$ cat src/rtl/study_session_timer_pkg.sv
// Shared types and helpers for the motion-aware study/break timer.
// Optional feature macro used by the top level: STUDY_TIMER_AUTO_REPEAT_EN.
package study_timer_pkg;

    typedef enum logic [1:0] {
        IDLE   = 2'd0,
        STUDY  = 2'd1,
        PAUSED = 2'd2,
        BREAK  = 2'd3
    } state_t;

    // MM:SS as four BCD digits, M1 in the top nibble.
    typedef struct packed {
        logic [3:0] m1;
        logic [3:0] m0;
        logic [3:0] s1;
        logic [3:0] s0;
    } bcd_time_t;

    localparam bcd_time_t BCD_ZERO = '0;

    // Seconds to MM:SS BCD; only ever evaluated on parameters.
    function automatic bcd_time_t sec_to_bcd(input int seconds);
        int mm;
        int ss;
        bcd_time_t r;
        mm   = seconds / 60;
        ss   = seconds % 60;
        r.m1 = 4'(mm / 10);
        r.m0 = 4'(mm % 10);
        r.s1 = 4'(ss / 10);
        r.s0 = 4'(ss % 10);
        return r;
    endfunction

endpackage

$ cat src/rtl/study_session_timer_if.sv
// Control/status bundle between the timer and its neighbours
// (motion classifier, seven-segment driver, UART status path).
interface study_session_timer_if;
    import study_timer_pkg::*;

    logic        moving;
    logic        start;
    logic [15:0] time_bcd;
    state_t      state;
    logic        study_done;
    logic        break_done;

    modport master (
        output moving, start,
        input  time_bcd, state, study_done, break_done
    );

    modport slave (
        input  moving, start,
        output time_bcd, state, study_done, break_done
    );

endinterface

$ cat src/rtl/bcd_mmss_down_counter.sv
// Loadable MM:SS BCD down-counter that sticks at 00:00 and flags 00:01.
module bcd_mmss_down_counter
    import study_timer_pkg::*;
(
    input  logic      clk,
    input  logic      rst,
    input  logic      load_i,
    input  bcd_time_t load_val_i,
    input  logic      dec_i,
    output bcd_time_t value_o,
    output logic      is_one_o
);

    bcd_time_t value_q;
    bcd_time_t value_d;
    bcd_time_t dec_val;

    // One-second decrement with digit borrows; 00:00 is never decremented.
    always_comb begin
        dec_val = value_q;
        if (value_q != BCD_ZERO) begin
            if (value_q.s0 != 4'd0) begin
                dec_val.s0 = value_q.s0 - 4'd1;
            end else begin
                dec_val.s0 = 4'd9;
                if (value_q.s1 != 4'd0) begin
                    dec_val.s1 = value_q.s1 - 4'd1;
                end else begin
                    dec_val.s1 = 4'd5;
                    if (value_q.m0 != 4'd0) begin
                        dec_val.m0 = value_q.m0 - 4'd1;
                    end else begin
                        dec_val.m0 = 4'd9;
                        dec_val.m1 = value_q.m1 - 4'd1;
                    end
                end
            end
        end
    end

    // Load takes precedence over decrement.
    always_comb begin
        value_d = value_q;
        if (load_i) begin
            value_d = load_val_i;
        end else if (dec_i) begin
            value_d = dec_val;
        end
    end

    // Value register.
    // NOTE: non-blocking assignments in clocked blocks so every register
    // samples the pre-edge values regardless of process ordering.
    always_ff @(posedge clk) begin
        if (rst) begin
            value_q <= BCD_ZERO;
        end else begin
            value_q <= value_d;
        end
    end

    assign value_o  = value_q;
    assign is_one_o = (value_q == 16'h0001);

endmodule

$ cat src/rtl/study_session_timer.sv
// Study/break countdown with motion-qualified pause and resume.
// Prescaler, motion qualifier and FSM live here; the BCD arithmetic is in
// bcd_mmss_down_counter.
// Macro STUDY_TIMER_AUTO_REPEAT_EN: when defined, break expiry starts a new
// study period instead of returning to IDLE.
module study_session_timer
    import study_timer_pkg::*;
#(
    parameter int CLK_HZ        = 100_000_000,
    parameter int STUDY_SECONDS = 1500,
    parameter int BREAK_SECONDS = 300,
    parameter int MOVE_HOLD     = 3
) (
    input logic                  clk,
    input logic                  rst,
    study_session_timer_if.slave bus
);

    localparam int             PW        = $clog2(CLK_HZ + 1);
    localparam logic [PW-1:0]  PRE_MAX   = PW'(CLK_HZ - 1);
    localparam logic [3:0]     HOLD      = 4'(MOVE_HOLD);
    localparam bcd_time_t      STUDY_BCD = sec_to_bcd(STUDY_SECONDS);
    localparam bcd_time_t      BREAK_BCD = sec_to_bcd(BREAK_SECONDS);

    logic [PW-1:0] pre_q, pre_d;
    logic          sec_tick;
    logic [3:0]    move_run_q, move_run_d, move_inc;
    logic [3:0]    still_run_q, still_run_d, still_inc;
    logic          move_hit, still_hit;
    state_t        state_q, state_d;
    logic          study_done_q, study_done_d;
    logic          break_done_q, break_done_d;
    logic          cnt_load, cnt_dec, cnt_is_one;
    bcd_time_t     cnt_load_val, cnt_val;

    assign sec_tick = (pre_q == PRE_MAX);

    // Prescaler restarts on start so the first second is a full one.
    always_comb begin
        pre_d = pre_q + PW'(1);
        if (bus.start || sec_tick) begin
            pre_d = '0;
        end
    end

    // Saturating run lengths as they would be after this tick.
    assign move_inc  = !bus.moving ? 4'd0 : (move_run_q == HOLD) ? HOLD : move_run_q + 4'd1;
    assign still_inc = bus.moving  ? 4'd0 : (still_run_q == HOLD) ? HOLD : still_run_q + 4'd1;
    assign move_hit  = sec_tick && (move_inc == HOLD);
    assign still_hit = sec_tick && (still_inc == HOLD);

    // Next state and counter control; priority start > expiry > motion.
    // NOTE: every output of this block gets a default first, so no path can
    // leave one unassigned and infer a latch.
    always_comb begin
        state_d      = state_q;
        study_done_d = 1'b0;
        break_done_d = 1'b0;
        cnt_load     = 1'b0;
        cnt_load_val = STUDY_BCD;
        cnt_dec      = 1'b0;
        if (bus.start) begin
            state_d  = STUDY;
            cnt_load = 1'b1;
        end else begin
            case (state_q)
                STUDY: begin
                    if (sec_tick) begin
                        if (cnt_is_one) begin
                            state_d      = BREAK;
                            cnt_load     = 1'b1;
                            cnt_load_val = BREAK_BCD;
                            study_done_d = 1'b1;
                        end else begin
                            cnt_dec = 1'b1;
                            if (move_hit) begin
                                state_d = PAUSED;
                            end
                        end
                    end
                end
                PAUSED: begin
                    if (still_hit) begin
                        state_d = STUDY;
                    end
                end
                BREAK: begin
                    if (sec_tick) begin
                        if (cnt_is_one) begin
                            break_done_d = 1'b1;
                            cnt_load     = 1'b1;
`ifdef STUDY_TIMER_AUTO_REPEAT_EN
                            state_d      = STUDY;
                            cnt_load_val = STUDY_BCD;
`else
                            state_d      = IDLE;
                            cnt_load_val = BCD_ZERO;
`endif
                        end else begin
                            cnt_dec = 1'b1;
                        end
                    end
                end
                default: ;
            endcase
        end
    end

    // Motion qualifier: cleared on start or any state change, else tick-updated.
    always_comb begin
        move_run_d  = move_run_q;
        still_run_d = still_run_q;
        if (bus.start || (state_d != state_q)) begin
            move_run_d  = 4'd0;
            still_run_d = 4'd0;
        end else if (sec_tick) begin
            move_run_d  = move_inc;
            still_run_d = still_inc;
        end
    end

    // Control registers.
    always_ff @(posedge clk) begin
        if (rst) begin
            pre_q        <= '0;
            move_run_q   <= 4'd0;
            still_run_q  <= 4'd0;
            state_q      <= IDLE;
            study_done_q <= 1'b0;
            break_done_q <= 1'b0;
        end else begin
            pre_q        <= pre_d;
            move_run_q   <= move_run_d;
            still_run_q  <= still_run_d;
            state_q      <= state_d;
            study_done_q <= study_done_d;
            break_done_q <= break_done_d;
        end
    end

    bcd_mmss_down_counter u_counter (
        .clk        (clk),
        .rst        (rst),
        .load_i     (cnt_load),
        .load_val_i (cnt_load_val),
        .dec_i      (cnt_dec),
        .value_o    (cnt_val),
        .is_one_o   (cnt_is_one)
    );

    assign bus.time_bcd   = cnt_val;
    assign bus.state      = state_q;
    assign bus.study_done = study_done_q;
    assign bus.break_done = break_done_q;

endmodule

$ cat src/flat_wrapper.sv
// flat-port wrapper written by rule: the top's interface ports become plain ports
module study_session_timer_flat import study_timer_pkg::*;
#(
    parameter int CLK_HZ        = 100_000_000,
    parameter int STUDY_SECONDS = 1500,
    parameter int BREAK_SECONDS = 300,
    parameter int MOVE_HOLD     = 3
)
  (clk, rst, bus_moving, bus_start, bus_time_bcd, bus_state, bus_study_done, bus_break_done);
  study_session_timer_if bus_i ();
  input logic clk;
  input logic rst;
  input wire logic [$bits(bus_i.moving)-1:0] bus_moving;
  input wire logic [$bits(bus_i.start)-1:0] bus_start;
  output wire logic [$bits(bus_i.time_bcd)-1:0] bus_time_bcd;
  output wire logic [$bits(bus_i.state)-1:0] bus_state;
  output wire logic [$bits(bus_i.study_done)-1:0] bus_study_done;
  output wire logic [$bits(bus_i.break_done)-1:0] bus_break_done;
  assign bus_i.moving = bus_moving;
  assign bus_i.start = bus_start;
  assign bus_time_bcd = bus_i.time_bcd;
  assign bus_state = bus_i.state;
  assign bus_study_done = bus_i.study_done;
  assign bus_break_done = bus_i.break_done;
  study_session_timer #(.CLK_HZ(CLK_HZ), .STUDY_SECONDS(STUDY_SECONDS), .BREAK_SECONDS(BREAK_SECONDS), .MOVE_HOLD(MOVE_HOLD)) u_core (.clk(clk), .rst(rst), .bus(bus_i));
endmodule
$ cat config.mk
export PLATFORM = sky130hd
export DESIGN_NAME = study_session_timer_flat
export DESIGN_NICKNAME = d
export VERILOG_FILES = /design/src/rtl/study_session_timer_pkg.sv /design/src/rtl/study_session_timer_if.sv /design/src/rtl/bcd_mmss_down_counter.sv /design/src/rtl/study_session_timer.sv /design/src/flat_wrapper.sv
export SDC_FILE = /design/constraint.sdc
export NUM_CORES = 1
export LEC_CHECK = 0
export CAP_MARGIN = 20
export CORE_ASPECT_RATIO = 0.5
export CORE_MARGIN = 2
export CORE_UTILIZATION = 47
export CTS_CLUSTER_DIAMETER = 100
export DETAILED_ROUTE_END_ITERATION = 12
export PLACE_DENSITY_LB_ADDON = 0.3
export SKIP_LAST_GASP = 1
export SYNTH_ARGS = -nofsm -noshare
export SYNTH_HDL_FRONTEND = slang
export SYNTH_HIERARCHICAL = 1
export SYNTH_SLANG_ARGS = --single-unit
export TNS_END_PERCENT = 50
$ cat constraint.sdc
create_clock -name clk -period 4.8 [get_ports clk]
set_clock_uncertainty 0.15 [all_clocks]
set_input_delay 0.48 -clock clk [delete_from_list [all_inputs] [get_ports clk]]
set_output_delay 0.48 -clock clk [all_outputs]
set_load 0.01 [all_outputs]
Yosys cells after proc, flatten, opt, wreduce, memory -nomap -nowiden
Cells that the tools add are included.
{"block": "classes", "n_addsub": 7, "n_eq_ne": 13, "muxes": 35, "bitwise_logic": 2, "n_reduce_logical": 19}
{"op": "two-way mux 16 bit", "n": 6}
{"op": "two-way mux 4 bit", "n": 8}
{"op": "one-hot mux 16 bit (2 select lines)", "n": 1}
{"op": "two-way mux 14 bit", "n": 2}
{"op": "adder 27 x 1 -> 27 bit, second input constant", "n": 1}
{"op": "== test 27 bit, second input constant", "n": 1}
{"op": "== test 16 x 1 -> 1 bit, second input constant", "n": 1}
{"op": "== test 4 x 2 -> 1 bit, second input constant", "n": 4}
{"op": "nonzero test 16 bit", "n": 1}
{"op": "subtractor 4 x 1 -> 4 bit, second input constant", "n": 4}
{"op": "two-way mux 2 bit", "n": 7}
{"op": "two-way mux 12 bit", "n": 1}
{"op": "nonzero test 4 bit", "n": 3}
{"op": "adder 4 x 1 -> 4 bit, second input constant", "n": 2}
{"op": "two-way mux 1 bit", "n": 8}
{"op": "two-way mux 8 bit", "n": 1}
{"op": "inequality test 2 x 1 -> 1 bit, second input constant", "n": 3}
{"op": "one-hot mux 2 bit (3 select lines)", "n": 1}
{"op": "OR reduction 2 bit", "n": 3}
{"op": "OR reduction 3 bit", "n": 2}
{"op": "AND reduction 5 bit", "n": 1}
{"op": "== test 2 bit, second input constant", "n": 2}
{"op": "AND reduction 4 bit", "n": 1}
{"op": "nonzero test 2 bit", "n": 2}
{"op": "7 further kinds", "n": 10}
{"block": "word_totals", "register_bits": 55, "input_bits": 4, "out_inout_bits": 20, "wordCells": 86}

Depth between registers and ports, before layout
{"block": "logic_depth", "ltp_word": 13, "ltp_mapped": 12, "depth_no_buf": 11}

By module
The synthesis kept the hierarchy.
{"module": "study_session_timer", "instances": 1, "cells_each": 236, "area_per_inst_um2": 1945.6, "seq_area_each_um2": 780.7}
{"module": "bcd_mmss_down_counter", "instances": 1, "cells_each": 118, "area_per_inst_um2": 987.2, "seq_area_each_um2": 320.3}

Worst setup path before layout
No wires, ideal clock.
{"block": "synth_timing", "path_type": "flip-flop to flip-flop", "start": "register u_core.u_counter.value_q (netlist bit u_core/u_counter/value_o[12])", "end": "register u_core.u_counter.value_q (netlist bit u_core/u_counter/value_o[14])", "setup_ns": 0.118, "arrival_time_ns": 2.866, "required_time_ns": 4.532, "path_slack_ns": 1.667, "path_stages_with_launch": 13, "path_buffers": 1, "synth_period_minus_slack_ns": 3.133, "path_cell_list": "dfxtp_1 inv_1 ha_1 nor3b_1 nand3_1 nor3b_1 nand2b_1 nor3_1 nor4b_2 and4_1 buf_2 a311o_1 o2111a_1"}
{"block": "synth_via", "elab_chain_len": 7, "word_cells_on_any_way": 23, "classes_between": "1 x add/sub; 4 x eq/ne; 14 x mux; 4 x reduce/logical"}
{"item": "start: declaration", "line": "bcd_mmss_down_counter.sv:14", "rtl": "bcd_time_t value_q;"}
{"item": "start signal: assignment", "line": "bcd_mmss_down_counter.sv:58", "rtl": "value_q <= value_d;"}
{"item": "== test 16 x 1 -> 1 bit", "line": "bcd_mmss_down_counter.sv:63", "rtl": "assign is_one_o = (value_q == 16'h0001);"}
{"item": "named net u_core.cnt_is_one", "line": "study_session_timer.sv:33", "rtl": "logic cnt_load, cnt_dec, cnt_is_one;"}
{"item": "two-way mux 1 bit", "line": "study_session_timer.sv:69, study_session_timer.sv:89"}
{"item": "two-way mux 1 bit", "line": "study_session_timer.sv:68", "rtl": "if (sec_tick) begin"}
{"item": "two-way mux 1 bit"}
{"item": "two-way mux 1 bit", "line": "study_session_timer.sv:62", "rtl": "if (bus.start) begin"}
{"item": "named net u_core.cnt_dec", "line": "study_session_timer.sv:33"}
{"item": "nonzero test 2 bit (no source line)"}
{"item": "AND reduction 5 bit (no source line)"}
The timed path passes the listed nets, and every way through them passes these cells. The select of a mux whose other input is x is not followed.
A chain may end at the register's enable or synchronous reset.

Final worst setup path
{"block": "layout_timing", "start": "register u_core.u_counter.value_q (netlist bit u_core/u_counter/value_o[11])", "end": "register u_core.u_counter.value_q (netlist bit u_core/u_counter/value_o[5])"}
{"block": "layout_via", "elab_chain_len": 7, "word_cells_on_any_way": 15, "classes_between": "2 x eq/ne; 9 x mux; 4 x reduce/logical"}
{"item": "== test 16 x 1 -> 1 bit *", "line": "bcd_mmss_down_counter.sv:63"}
{"item": "named net u_core.cnt_is_one", "line": "study_session_timer.sv:33"}
{"item": "two-way mux 1 bit *", "line": "study_session_timer.sv:69, study_session_timer.sv:89"}
{"item": "two-way mux 1 bit *", "line": "study_session_timer.sv:88", "rtl": "if (sec_tick) begin"}
{"item": "two-way mux 1 bit *"}
{"item": "two-way mux 1 bit *", "line": "study_session_timer.sv:62"}
{"item": "named net u_core.cnt_load", "line": "study_session_timer.sv:33"}
{"item": "inequality test 2 x 1 -> 1 bit (no source line) / nonzero test 2 bit (equally long branches)"}
{"item": "AND reduction 3 bit (no source line)"}
Mark *: on every way through the listed nets, which the timed path passes. The rest lies on a longest branch.

==> impl_metrics.json <==
{
  "tritoncts": "yes",
  "drt_iter0_drc": 115,
  "ff2ff_path_depth": 9,
  "clk_path_buf_depth": 2,
  "numPortBuffers": 23,
  "vias_per_cell": 5.531,
  "holdBufCountCts": 0,
  "p_leak_nw": 1.090,
  "ys_types": 64,
  "path_depth": 9,
  "slew_headroom_pct": 43.23,
  "cp.required_ns": 4.84,
  "grt_usage_pct": 20.09,
  "syn2layout_area_growth_pct": 17.19,
  "fin_crit_ns": 3.584,
  "peakVddDrop_mv": 0.1351,
  "status": "completed",
  "syn_area_mm2": 0.002933,
  "core-area_mm2": 0.006056,
  "worst_setup_path_start_kind": "register",
  "die_h_um": 59.86,
  "synthCells": 354,
  "cp_max_fo": 19,
  "yosysWarnings": 6,
  "hold_depth": 1,
  "endpoint_kind": "register",
  "ant_nets": 0,
  "fp.dieW_um": 115.7,
  "clock_latency_ns": 0.29,
  "max_freq_mhz": 279.0,
  "fin_nets": 395,
  "postCtsSetupRepairBufs": 0,
  "ctsResizeCount": 0,
  "critical_path_class": "reg2reg",
  "powerDensity_mw_per_mm2": 275.5,
  "syn_avg_cell_area_um2": 8.285,
  "grt_first_pass_wirelength_mm": 10.92,
  "synth_compound_area_share_pct": 17.15,
  "die-area_mm2": 0.006926,
  "worst_pin_slew_ns": 0.8494,
  "drtPass1Iterations": 4,
  "clkSinkCount": 55,
  "cp.arrival_ns": 3.62,
  "htree_num_levels": 2,
  "yosysSeqAreaShare_pct": 37.54,
  "rrSetupSlack_ns": 1.22,
  "io_pins": 24,
  "finalSetupViolations": 0,
  "rsz0062_at_grt": "no",
  "dp.final_hpwl_mm": 4.583,
  "path_cells": "nor4_2 > nand3_1 > nor3b_1 > nand2_1 > o21bai_1 > buf_4 > clkinv_1 > and3_1 > a22o_2",
  "wl_mm": 6.467,
  "hold_violations": 0,
  "synth-xor-area-share_pct": 7.765,
  "fin_tns_setup_ns": 0,
  "grt_pass1_vias": 2431,
  "root_buffer": "clkbuf_16",
  "cts_buffers": 5,
  "critical_path.top_delay_family": "simple AND/OR/NAND/NOR gates",
  "slowest_stage": "nor4_2",
  "drive_above_1_share_pct": 6.718,
  "synth_top_family_by_area": "simple AND/OR/NAND/NOR gates",
  "wl_per_cell_um": 13.61,
  "ys_ff_latch": 55,
  "finalCritPeriodShare_pct": 74.67,
  "ys.flop_type": "dfxtp_1",
  "synth-adder-area-share_pct": 2.133,
  "muxShareOfSynthArea_pct": 0,
  "finalHoldWorstSlack_ns": 0.3090,
  "gp_congestion": 0.8518,
  "cap_violations": 0,
  "synth_edf_count": 0,
  "route.detailed.drc": 0,
  "drv_slew": 0,
  "grt_overflow_total": 0,
  "synthSimpleGateAreaFrac_pct": 31.44,
  "grt_max_degree": 27,
  "path_buf_inv": 2,
  "async_flop_share_pct": 0,
  "min_path_type": "reg2reg",
  "antenna_cells": 0,
  "clk_transition_reported_paths_ns": 0.07,
  "core.rowCount": 20,
  "initial_core_util_pct": 48.43,
  "max_stage_delay_ns": 0.57,
  "vias": 2627,
  "antenna_found_initial": 0
}
kinds of logic (layout without fill, tap and decap cells):
kind of cell / after synthesis / in the layout
AOI/OAI and AO/OA: 68 / 68
xor gates and xnor gates: 26 / 26
adders and majority gates: 5 / 5
buffers and inverters: 28 / 49
DFF: 55 / 55
other: 1 / 13
and+or+nand+nor: 171 / 171
registers in the layout, indices dropped and copies added (netlist names):
name                      cells
u_core/pre_q                 27
u_core/u_counter/value_o     16
u_core/move_run_q             4
u_core/still_run_q            4
u_core/bus.state              2
u_core/bus.break_done         1
u_core/bus.study_done         1
path summary, 6_finish.rpt:
check                                                  end                                 startpoint
setup reg to reg  u_core/u_counter/value_o[5]$_SDFFE_PP0P_  u_core/u_counter/value_o[11]$_SDFFE_PP0P_
hold / removal                  u_core/pre_q[0]$_SDFF_PP0_                 u_core/pre_q[0]$_SDFF_PP0_
hold reg to reg                 u_core/pre_q[0]$_SDFF_PP0_                 u_core/pre_q[0]$_SDFF_PP0_
setup / recovery  u_core/u_counter/value_o[5]$_SDFFE_PP0P_  u_core/u_counter/value_o[11]$_SDFFE_PP0P_
layout by cell type, fill, tap and decap left out, types with 7 or more instances in the layout:
cell             count
nand4_1              8
a21oi_1             16
nor4_1               7
xnor2_1             21
nor2_1              48
dfxtp_1             55
clkdlybuf4s50_1     23
nand3_1             19
nand2_1             29
conb_1              13
o21ai_0             13
inv_1               14
nor3_1              13
or3_1                7
metrics by stage:
step / instances / instance area, um^2 / setup slack [ns] / power (mW) / util, %
2_1_floorplan: 366 / 2978 / 1.667 / 0.5431 / -
3_3_place_gp: 467 / 3281 / 1.326 / 0.5776 / 54.17
3_5_place_dp: 467 / 3281 / 1.259 / 0.5809 / 54.17
4_1_cts: 475 / 3437 / 1.252 / 0.9613 / 56.76
5_1_grt: 475 / 3437 / 0.9460 / 0.9931 / 56.76
6_report: 475 / 3437 / 1.216 / 0.9471 / 56.76
report_power, final:
group / leakage (nW) / internal [mW] / switching (mW)
clock network: 0.0772 / 0.222 / 0.154
registers: 0.448 / 0.467 / 0.0149
logic: 0.565 / 0.0407 / 0.0482
synthesized netlist by cell type, types with 3 or more instances:
library cell / instances / area, um^2
xor2_1: 5 / 43.79
or3_1: 7 / 43.79
nand2_1: 29 / 108.9
nand3_1: 19 / 95.09
o21ai_0: 13 / 65.06
ha_1: 5 / 62.56
nor4_1: 7 / 43.79
a211oi_1: 5 / 37.54
xnor2_1: 21 / 183.9
nor3_1: 13 / 65.06
and4_1: 5 / 43.79
nor3b_1: 3 / 22.52
a41oi_1: 3 / 26.28
and3_1: 5 / 31.28
buf_2: 3 / 15.01
inv_1: 14 / 52.55
a21oi_1: 16 / 80.08
nor2_1: 48 / 180.2
nor2b_1: 3 / 18.77
dfxtp_1: 55 / 1101
and2_1: 4 / 25.02
a311oi_1: 4 / 35.03
clkbuf_1: 8 / 30.03
nand4_1: 8 / 50.05
routing by layer:
metal,routed length [um],GRT usage (%)
met1,2972,24.04
met5,0,0
met2,3134,35.76
met3,295,5.477
met4,64,6.463
final cells by class:
class                   instances  area (um^2)
clock buffers                   8        156.4
fillers                       568         2619
inverters                      16        60.06
multi-input cells             283         1764
flip-flops and latches         55         1101
well taps                      88        110.1
repair buffers                 25        245.2
No activity file was read; power rests on OpenSTA's default activity.
